File: config.mk
export PLATFORM = sky130hd
export DESIGN_NAME = freq_generator
export DESIGN_NICKNAME = d
export VERILOG_FILES = /design/src/rtl/freq_gen_pkg.sv /design/src/rtl/fg_half_timer.sv /design/src/rtl/freq_generator.sv
export SDC_FILE = /design/constraint.sdc
export NUM_CORES = 1
export LEC_CHECK = 0
export ABC_AREA = 1
export BUFFER_PORTS_ARGS = -buffer_cell sky130_fd_sc_hd__buf_4
export CORE_MARGIN = 4
export CORE_UTILIZATION = 45
export CTS_CLUSTER_SIZE = 25
export DETAILED_ROUTE_END_ITERATION = 7
export PLACE_DENSITY = 0.72
export SYNTH_ARGS = -nofsm -noshare
export SYNTH_HDL_FRONTEND = slang
export SYNTH_SLANG_ARGS = --single-unit
File: constraint.sdc
create_clock -name clk -period 2.9 [get_ports clk]
set_input_delay 0.58 -clock clk [delete_from_list [all_inputs] [get_ports clk]]
set_output_delay 0.58 -clock clk [all_outputs]
set_load 0.005 [all_outputs]
File: src/rtl/freq_gen_pkg.sv
// freq_gen_pkg: shared types and default widths for the square-wave generator.
// Holds the FSM state encoding and the default counter/burst widths used by
// freq_generator and fg_half_timer.
package freq_gen_pkg;

    localparam int unsigned FG_CNT_W   = 32;
    localparam int unsigned FG_BURST_W = 16;

    typedef enum logic [1:0] {
        IDLE = 2'd0,
        RUN  = 2'd1,
        STOP = 2'd2,
        DONE = 2'd3
    } fg_state_t;

    // States in which a waveform is in progress.
    function automatic logic fgIsActive(input fg_state_t s);
        return (s == RUN) || (s == STOP);
    endfunction

endpackage

File: src/rtl/fg_half_timer.sv
// fg_half_timer: half-period counter for freq_generator.
// Counts 0 .. limit-1 while enabled and wraps to 0; tc is high on the last
// count of each half-wave. clr has priority and holds the count at 0.
module fg_half_timer
    import freq_gen_pkg::*;
#(
    parameter int unsigned CNT_W = FG_CNT_W
) (
    input  logic             clk,
    input  logic             reset,
    input  logic             clr,
    input  logic             en,
    input  logic [CNT_W-1:0] limit,
    output logic             tc
);

    logic [CNT_W-1:0] count;

    // Unsigned compare against limit-1; limit 1 makes tc permanently high.
    assign tc = (count == (limit - CNT_W'(1)));

    // Half-period counter with synchronous clear and wrap on terminal count.
    always_ff @(posedge clk or posedge reset) begin
        if (reset) begin
            count <= '0;
        end else if (clr) begin
            count <= '0;
        end else if (en) begin
            if (tc) begin
                count <= '0;
            end else begin
                count <= count + CNT_W'(1);
            end
        end
    end

endmodule

File: src/rtl/freq_generator.sv
// freq_generator: programmable 50 % duty square-wave generator.
// Period is 2*half_period clk cycles; graceful stop never cuts a high phase.
// Optional burst mode (fixed number of periods, then DONE) is compiled in when
// the macro FREQ_GEN_BURST_EN is defined; otherwise operation is continuous,
// burst_len is ignored and done stays low.
module freq_generator
    import freq_gen_pkg::*;
#(
    parameter int unsigned CNT_W   = FG_CNT_W,
    parameter int unsigned BURST_W = FG_BURST_W
) (
    input  logic               clk,
    input  logic               reset,
    input  logic               enable,
    input  logic               load,
    input  logic [CNT_W-1:0]   half_period,
    input  logic [BURST_W-1:0] burst_len,
    output logic               wave_out,
    output logic               busy,
    output logic               done,
    output logic [BURST_W-1:0] pulse_count
);

    fg_state_t        state;
    logic [CNT_W-1:0] hp_reg;
    logic [CNT_W-1:0] hpEff;
    logic             enQ;
    logic             loadTake;
    logic             startReq;
    logic             timerClr;
    logic             timerEn;
    logic             tc;
    logic             burstEnd;

    // Shadow registers only take new values while no waveform is running;
    // a load in the start cycle is bypassed straight into the start decision.
    assign loadTake = load && ((state == IDLE) || (state == DONE));
    assign hpEff    = loadTake ? half_period : hp_reg;
    assign startReq = (state == IDLE) && enQ && (hpEff != '0);
    assign timerClr = !fgIsActive(state);
    assign timerEn  = fgIsActive(state);

    // Enable is registered once; every enable decision acts one edge after sampling.
    always_ff @(posedge clk or posedge reset) begin
        if (reset) begin
            enQ <= 1'b0;
        end else begin
            enQ <= enable;
        end
    end

    // Half-period shadow register.
    always_ff @(posedge clk or posedge reset) begin
        if (reset) begin
            hp_reg <= '0;
        end else if (loadTake) begin
            hp_reg <= half_period;
        end
    end

`ifdef FREQ_GEN_BURST_EN
    logic [BURST_W-1:0] bl_reg;

    // Burst-length shadow register.
    always_ff @(posedge clk or posedge reset) begin
        if (reset) begin
            bl_reg <= '0;
        end else if (loadTake) begin
            bl_reg <= burst_len;
        end
    end

    // pulse_count equals the number of the period whose falling edge is due,
    // so the burst ends on the falling toggle when it matches bl_reg.
    assign burstEnd = (bl_reg != '0) && (pulse_count == bl_reg);
`else
    logic unusedBurstLen;

    assign unusedBurstLen = ^burst_len;
    assign burstEnd       = 1'b0;
`endif

    fg_half_timer #(
        .CNT_W (CNT_W)
    ) uHalfTimer (
        .clk   (clk),
        .reset (reset),
        .clr   (timerClr),
        .en    (timerEn),
        .limit (hp_reg),
        .tc    (tc)
    );

    // Control FSM with registered wave_out, busy, done and pulse counter.
    always_ff @(posedge clk or posedge reset) begin
        if (reset) begin
            state       <= IDLE;
            wave_out    <= 1'b0;
            busy        <= 1'b0;
            done        <= 1'b0;
            pulse_count <= '0;
        end else begin
            done <= 1'b0;
            unique case (state)
                IDLE: begin
                    wave_out <= 1'b0;
                    if (startReq) begin
                        // Start is itself the first rising edge: clear then count it.
                        state       <= RUN;
                        wave_out    <= 1'b1;
                        busy        <= 1'b1;
                        pulse_count <= BURST_W'(1);
                    end
                end
                RUN: begin
                    if (!enQ && !wave_out) begin
                        // Low phase: stop at once, suppressing any pending rise.
                        state <= IDLE;
                        busy  <= 1'b0;
                    end else if (tc) begin
                        wave_out <= ~wave_out;
                        if (!wave_out) begin
                            if (pulse_count != '1) begin
                                pulse_count <= pulse_count + BURST_W'(1);
                            end
                        end else if (burstEnd) begin
                            state <= DONE;
                            busy  <= 1'b0;
                            done  <= 1'b1;
                        end else if (!enQ) begin
                            state <= IDLE;
                            busy  <= 1'b0;
                        end
                    end else if (!enQ) begin
                        state <= STOP;
                    end
                end
                STOP: begin
                    // Always high here; finish the high phase, then go idle.
                    if (tc) begin
                        wave_out <= 1'b0;
                        state    <= IDLE;
                        busy     <= 1'b0;
                    end
                end
                DONE: begin
                    wave_out <= 1'b0;
                    if (!enQ) begin
                        state <= IDLE;
                    end
                end
                default: begin
                    state    <= IDLE;
                    wave_out <= 1'b0;
                    busy     <= 1'b0;
                end
            endcase
        end
    end

endmodule

==> results of run 1 <==
[worst max-delay path, delay by kind of cell, from the launching register on]
family / cells / cell delay [ps]
fa+ha+maj: 1 / 220
compound gates: 1 / 130
buf+inv: 5 / 720
simple gates: 11 / 1130
flops: 1 / 390
[power groups by stage]
stage | logic [mW] | registers, mW | clock network (mW)
6_report | 2.88 | 1.82 | 1.30
3_3_place_gp | 2.67 | 1.83 | 0
2_1_floorplan | 1.96 | 1.72 | 0
5_1_grt | 3.27 | 1.86 | 1.37
3_5_place_dp | 2.71 | 1.83 | 0
4_1_cts | 2.73 | 1.81 | 1.32
[worst paths after layout]
kind | depth (start not counted) | from | end
worst max-delay path | 18 | state[0]$_DFFE_PP0P_ | pulse_count[6]$_DFFE_PP0P_
worst min-delay path | 1 | enable | enQ$_DFF_PP0_
worst max register to register | 18 | state[0]$_DFFE_PP0P_ | pulse_count[6]$_DFFE_PP0P_
worst min register to register | 2 | busy$_DFFE_PP0P_ | busy$_DFFE_PP0P_
max in group asynchronous | 3 | reset | uHalfTimer.count[3]$_DFF_PP0_
min in group asynchronous | 2 | reset | hp_reg[9]$_DFF_PP0_
[cell families (layout without fill, tap and decap cells)]
logic type	count (synthesis)	count (layout)	synth area share
AO/OA/AOI/OAI	64	64	0.0566
XOR/XNOR	54	54	0.0746
adder cells (fa/ha/maj)	9	9	0.0178
buffers and inverters	138	216	0.0888
flip-flops	85	85	0.336
other	1	1	0.000591
AND/OR/NAND/NOR	618	619	0.426
[per-layer routing]
layer  GRT usage  part of all wire  up-vias
met3      0.0383             0.057       33
li1            -                 -     3210
met4      0.0789             0.025        0
met1       0.329              0.49     2924
met5           0                 0        -
met2       0.337              0.43      164
[repair_timing]
action | in CTS | in global routing
setup endpoints to repair | 16 | 31
gates cloned | 0 | 1
pin swaps | 0 | 6
gates resized for setup | 1 | 23
buffers inserted | 0 | 3
[area by class of cell]
type                       instances  area (sq um)  share of cell area
sequential                        85          2130               0.283
multi-input combinational        747          3730               0.496
clock inverter                     6          92.6              0.0123
timing repair buffer              83           664              0.0884
inverter                         117           440              0.0586
tap                              180           225              0.0300
clock buffer                      10           239              0.0318
[cells in the mapped netlist, drive strengths merged]
cell / n / area [sq um]
o21bai: 3 / 26.3
nor4: 3 / 18.8
nand3: 75 / 393
nand2: 302 / 1160
and2: 2 / 15.0
inv: 116 / 435
nor4b: 1 / 8.76
o22ai: 1 / 6.26
xnor2: 13 / 114
ha: 9 / 113
or2: 1 / 6.26
nor3b: 5 / 37.5
nor2: 165 / 691
a211oi: 3 / 22.5
clkbuf: 8 / 30.0
and3: 1 / 6.26
a21oi: 14 / 70.1
conb: 1 / 3.75
clkinv: 1 / 3.75
dfrtp: 85 / 2130
xor2: 41 / 359
buf: 13 / 93.8
nor3: 35 / 180
nand3b: 5 / 37.5
o211ai: 1 / 7.51
nand4: 23 / 144
a31oi: 1 / 6.26
o21ai: 41 / 220
[metrics by stage]
stage	utilization	worst slack [ps]	setup TNS, ps	cells	hold slack [ps]
after floorplan	-	127	0	969	473
after global routing	0.544	-6.85	-10.3	1228	328
final	0.544	198	0	1228	335
after detailed placement	0.512	-53.2	-590	1208	488
after global placement	0.512	-17.6	-174	1208	479
after CTS	0.536	7.74	0	1224	325
==> summary.md, run 1 <==
| Metric | Value |
|---|---|
| Yosys warnings | `0` |
| Synthesized instance count | `969` |
| Hold-fix buffers, CTS | `0` |
| Post-synth cell types | `44` |
| Post-DP HPWL | `13600 microns` |
| CTS tree | `yes` |
| Detailed Route Iter0 Violations | `499` |
| Max Freq | `370 MHz` |
| Number of global-route vias before repair | `5969` |
| DR DRC count | `0` |
| Switching share of power | `0.455` |
| Seq/Total Area, Yosys | `0.336` |
| Finished Cell Area | `7520 sq um` |
| Status | `finished clean` |
| Final hold viol count | `0` |
| Worst path max stage delay | `390 ps` |
| Die height | `127 microns` |
| Final min period | `2700 ps` |
| Clock power frac | `0.216` |
| Mapped Avg Cell Area | `6.54 sq um` |
| Most frequent cells in the layout | `nand2_1, nor2_1, inv_1` |
| Power Total | `5.99 mW` |
| Crit path top cell by count | `nand2_1` |
| Antenna violations before repair | `0` |
| Vias/cell | `5.16` |
| Routed len/inst | `14.2 microns` |
| Synthesis-to-layout area growth | `18.6%` |
| Tcrit/Tclk final | `0.932` |
| Clock root cell | `clkbuf_16` |
| Leakage | `3.69 nW` |
| Rel. slew slack | `0.484` |
| Combinational Power Share | `0.480` |
| Die ar. | `16100 sq um` |
| Grt total ovfl | `0` |
| First-pass GRT wire length | `29300 microns` |
| WS Path Type | `reg2reg` |
| Crit. End Element | `flop` |
| Post-Route Skew | `7.91 ps` |
| Worst Max-Slew Pin Slew | `772 ps` |
| Clk sinks | `85` |
| Effective utilization at floorplan | `0.459` |
| ANT cells | `0` |
| Max stage delay cell, worst path | `dfrtp_1` |
| Top Ports | `71` |
| Die width | `127 microns` |
| Critical Path Fanout Max | `16` |
| Final ANT Viol Nets | `0` |
| Max-cap check violation count | `0` |
| Total net switching power | `2.73 mW` |
| Worst min path class | `in2reg` |
| Synth Cell Area | `6340 sq um` |
| Vias | `6331` |
| Worst Path Arrival | `2950 ps` |
| Drt pass-1 iters | `5` |
| Fin nets | `1104` |
| Fillers | `1332` |
| Power density cells | `797 nW/um^2` |
| Final setup viols | `0` |
| Cell Chain, Critical Path | `inv_1 > ha_4 > inv_2 > nand2_8 > buf_4 > buf_4 > o21ai_2 > nand2_1 > nor3_2 > nand2_1 > nor2_2 > nand2_1 > nand2_1 > nand2_1 > and3_4 > buf_12 > nand3_1 > nand2_1` |
| Max VDD drop | `0.466 mV` |
| Crit path launch type | `flop` |
| Placement Cell Area | `7080 sq um` |
| Clk buf depth | `2` |
| Number of core rows | `43` |
| Final WL | `17400 microns` |
| Layout cells sized above 1 | `0.140` |
| All-Layer GR Usage | `0.225` |
| Yosys reg bits | `85` |
| Pin count of the biggest net entering global routing | `45` |
| Worst-path clk slew | `70 ps` |
| Final Slew Violations | `0` |
| Placeable Area | `13800 sq um` |
| H-tree depth | `3` |
| Sequential share of power | `0.304` |
| Internal | `3.27 mW` |
| CP required | `3140 ps` |
| Reg-to-reg slack, setup | `200 ps` |
| Later-pin clock latency in the skew report | `350 ps` |
| Port Buffers | `53` |
| GPL Wtd Cong | `0.935` |
| Most common cell after layout, fill and taps aside | `nand2_1` |
| Syn Nets | `1030` |
| CTS buffer count | `9` |
No activity file was read; power rests on OpenSTA's default activity.
==> run 2, diff against run 1 <==
- CORE_MARGIN: 4 -> 10
==> summary.md, run 2 (synthesized netlist as in run 1, its figures left out) <==
| Metric | Value |
|---|---|
| WS Path Type | `reg2reg` |
| Tcrit/Tclk final | `0.938 (+0.00631)` |
| Grt total ovfl | `0 (unchanged)` |
| Number of global-route vias before repair | `5846 (-2.1%)` |
| Final ANT Viol Nets | `0 (unchanged)` |
| Most common cell after layout, fill and taps aside | `nand2_1` |
| Fin nets | `1101 (-0.27%)` |
| Crit path launch type | `flop` |
| Max Freq | `368 MHz (-0.67%)` |
| Crit. End Element | `flop` |
| Die ar. | `19200 sq um (+20%)` |
| Fillers | `1331 (-0.075%)` |
| CP Depth | `18 (unchanged)` |
| Critical Path Fanout Max | `16 (unchanged)` |
| Final Util | `0.538 (-0.00561)` |
| Pin count of the biggest net entering global routing | `57 (+27%)` |
| Port Buffers | `53 (unchanged)` |
| Later-pin clock latency in the skew report | `350 ps (about the same)` |
| Antenna violations before repair | `0 (unchanged)` |
| DR DRC count | `0 (unchanged)` |
| Routed len/inst | `14.0 microns (-1.3%)` |
| Crit path top cell by count | `nand2_1` |
| Worst Path Arrival | `2960 ps (about the same)` |
| Worst path bufs/invs | `5 (unchanged)` |
| Placement Cell Area | `7070 sq um (-0.11%)` |
| All-Layer GR Usage | `0.177 (-0.0479)` |
| Final setup viols | `0 (unchanged)` |
| Post-DP HPWL | `13700 microns (+0.47%)` |
| Die width | `139 microns (+9.5%)` |
| CTS buffer count | `9 (unchanged)` |
| Hold-fix buffers, CTS | `0 (unchanged)` |
| Detailed Route Iter0 Violations | `404 (-19%)` |
| Worst-path clk slew | `70 ps (about the same)` |
| Final min period | `2720 ps (+18.3 ps)` |
| Power Total | `5.75 mW (-4.2%)` |
| Final hold viol count | `0 (unchanged)` |
| Synthesis-to-layout area growth | `17.4%` |
| Layout cells sized above 1 | `0.135 (-0.00534)` |
| Drt pass-1 iters | `5 (unchanged)` |
| Finished Cell Area | `7440 sq um (-1.0%)` |
| Die height | `139 microns (+9.5%)` |
| Clk sinks | `85 (unchanged)` |
| First-pass GRT wire length | `28700 microns (-2.1%)` |
| Most frequent cells in the layout | `nand2_1, nor2_1, inv_1` |
| Clk buf depth | `2 (unchanged)` |
| Cell Chain, Critical Path | `inv_1 > ha_4 > inv_2 > nand2_8 > buf_8 > buf_4 > o21ai_2 > nand2_1 > nor3_2 > nand2_1 > nor2_1 > nand2_1 > nand2_1 > nand2_1 > and3_2 > buf_12 > nand3_1 > nand2_1` |
| Worst setup margin | `180 ps (-18.3 ps)` |
| Reg area | `2130 sq um (unchanged)` |
| H-tree depth | `3 (unchanged)` |
| Power density cells | `772 nW/um^2 (-3.2%)` |
| ANT cells | `0 (unchanged)` |
| Max-cap check violation count | `0 (unchanged)` |
| Status | `finished clean` |
| Vias/cell | `5.16 (+0.12%)` |
| Cell family with most CP delay | `simple AND/OR/NAND/NOR gates` |
| Leakage | `3.65 nW (-1.0%)` |
| Top Ports | `71 (unchanged)` |
| CTS tree | `yes` |
| Worst min path class | `in2async` |
| Dpl cells | `1207 (-0.083%)` |
| Max VDD drop | `0.444 mV (-4.8%)` |
| Layout Cells excl Fill | `1225 (-0.24%)` |
| Worst Max-Slew Pin Slew | `541 ps (-231 ps)` |
| Effective utilization at floorplan | `0.459 (unchanged)` |
| Worst path max stage delay | `390 ps (about the same)` |
| Final Slew Violations | `0 (unchanged)` |
| Area of the multi-input gates | `3710 sq um (-0.57%)` |
| Post-Route Skew | `11.2 ps (+3.26 ps)` |
| RSZ-0062 raised after global routing | `no` |
| Final WL | `17200 microns (-1.5%)` |
| Clock root cell | `clkbuf_16` |
| Max stage delay cell, worst path | `dfrtp_1` |
| Vias | `6323 (-0.13%)` |
| Placeable Area | `13800 sq um (unchanged)` |
| Hold slack | `257 ps (-78.3 ps)` |
| Rel. slew slack | `0.639 (+0.154)` |
| Number of core rows | `43 (unchanged)` |
| CP required | `3140 ps (about the same)` |
| GPL Wtd Cong | `0.951 (+1.6%)` |
| Post-route setup TNS | `0 ps (unchanged)` |
| FF-to-FF path depth | `18 (unchanged)` |
| Dpl ws | `-32.2 ps (+21.0 ps)` |
[run 2: power breakdown]
group	leakage (nW)	switching [mW]	internal (mW)
Clock	0.139	0.489	0.631
Combinational	2.42	1.80	1.01
Sequential	1.10	0.367	1.45
[run 2: per-layer routing]
metal / wire (microns) / global-route usage
met4: 394 / 0.0719
met3: 1150 / 0.0377
met5: 0 / 0
met1: 8430 / 0.247
met2: 7220 / 0.260
[run 2: final cells by class]
class	instances	area share
Clock buffer	12	0.0345
Clock inverter	4	0.00404
Inverter	117	0.0592
Multi-Input combinational cell	746	0.498
Sequential cell	85	0.286
Tap cell	180	0.0303
Timing Repair Buffer	81	0.0878
[run 2: what timing repair did]
action	in CTS	in global routing
setup buffers	0	2
resized for setup	2	20
pin swaps	0	2
setup endpoints to repair	16	19
[run 2: worst paths after layout]
| path | start | to | slack (ps) |
|---|---|---|---|
| worst max register to register | state[0]$_DFFE_PP0P_ | pulse_count[4]$_DFFE_PP0P_ | 180 |
| max in group asynchronous | reset | wave_out$_DFFE_PP0P_ | 1970 |
| worst min register to register | busy$_DFFE_PP0P_ | busy$_DFFE_PP0P_ | 490 |
| worst min-delay path | reset | hp_reg[12]$_DFF_PP0_ | 260 |
| min in group clk | enable | enQ$_DFF_PP0_ | 340 |
| worst max-delay path | state[0]$_DFFE_PP0P_ | pulse_count[4]$_DFFE_PP0P_ | 180 |
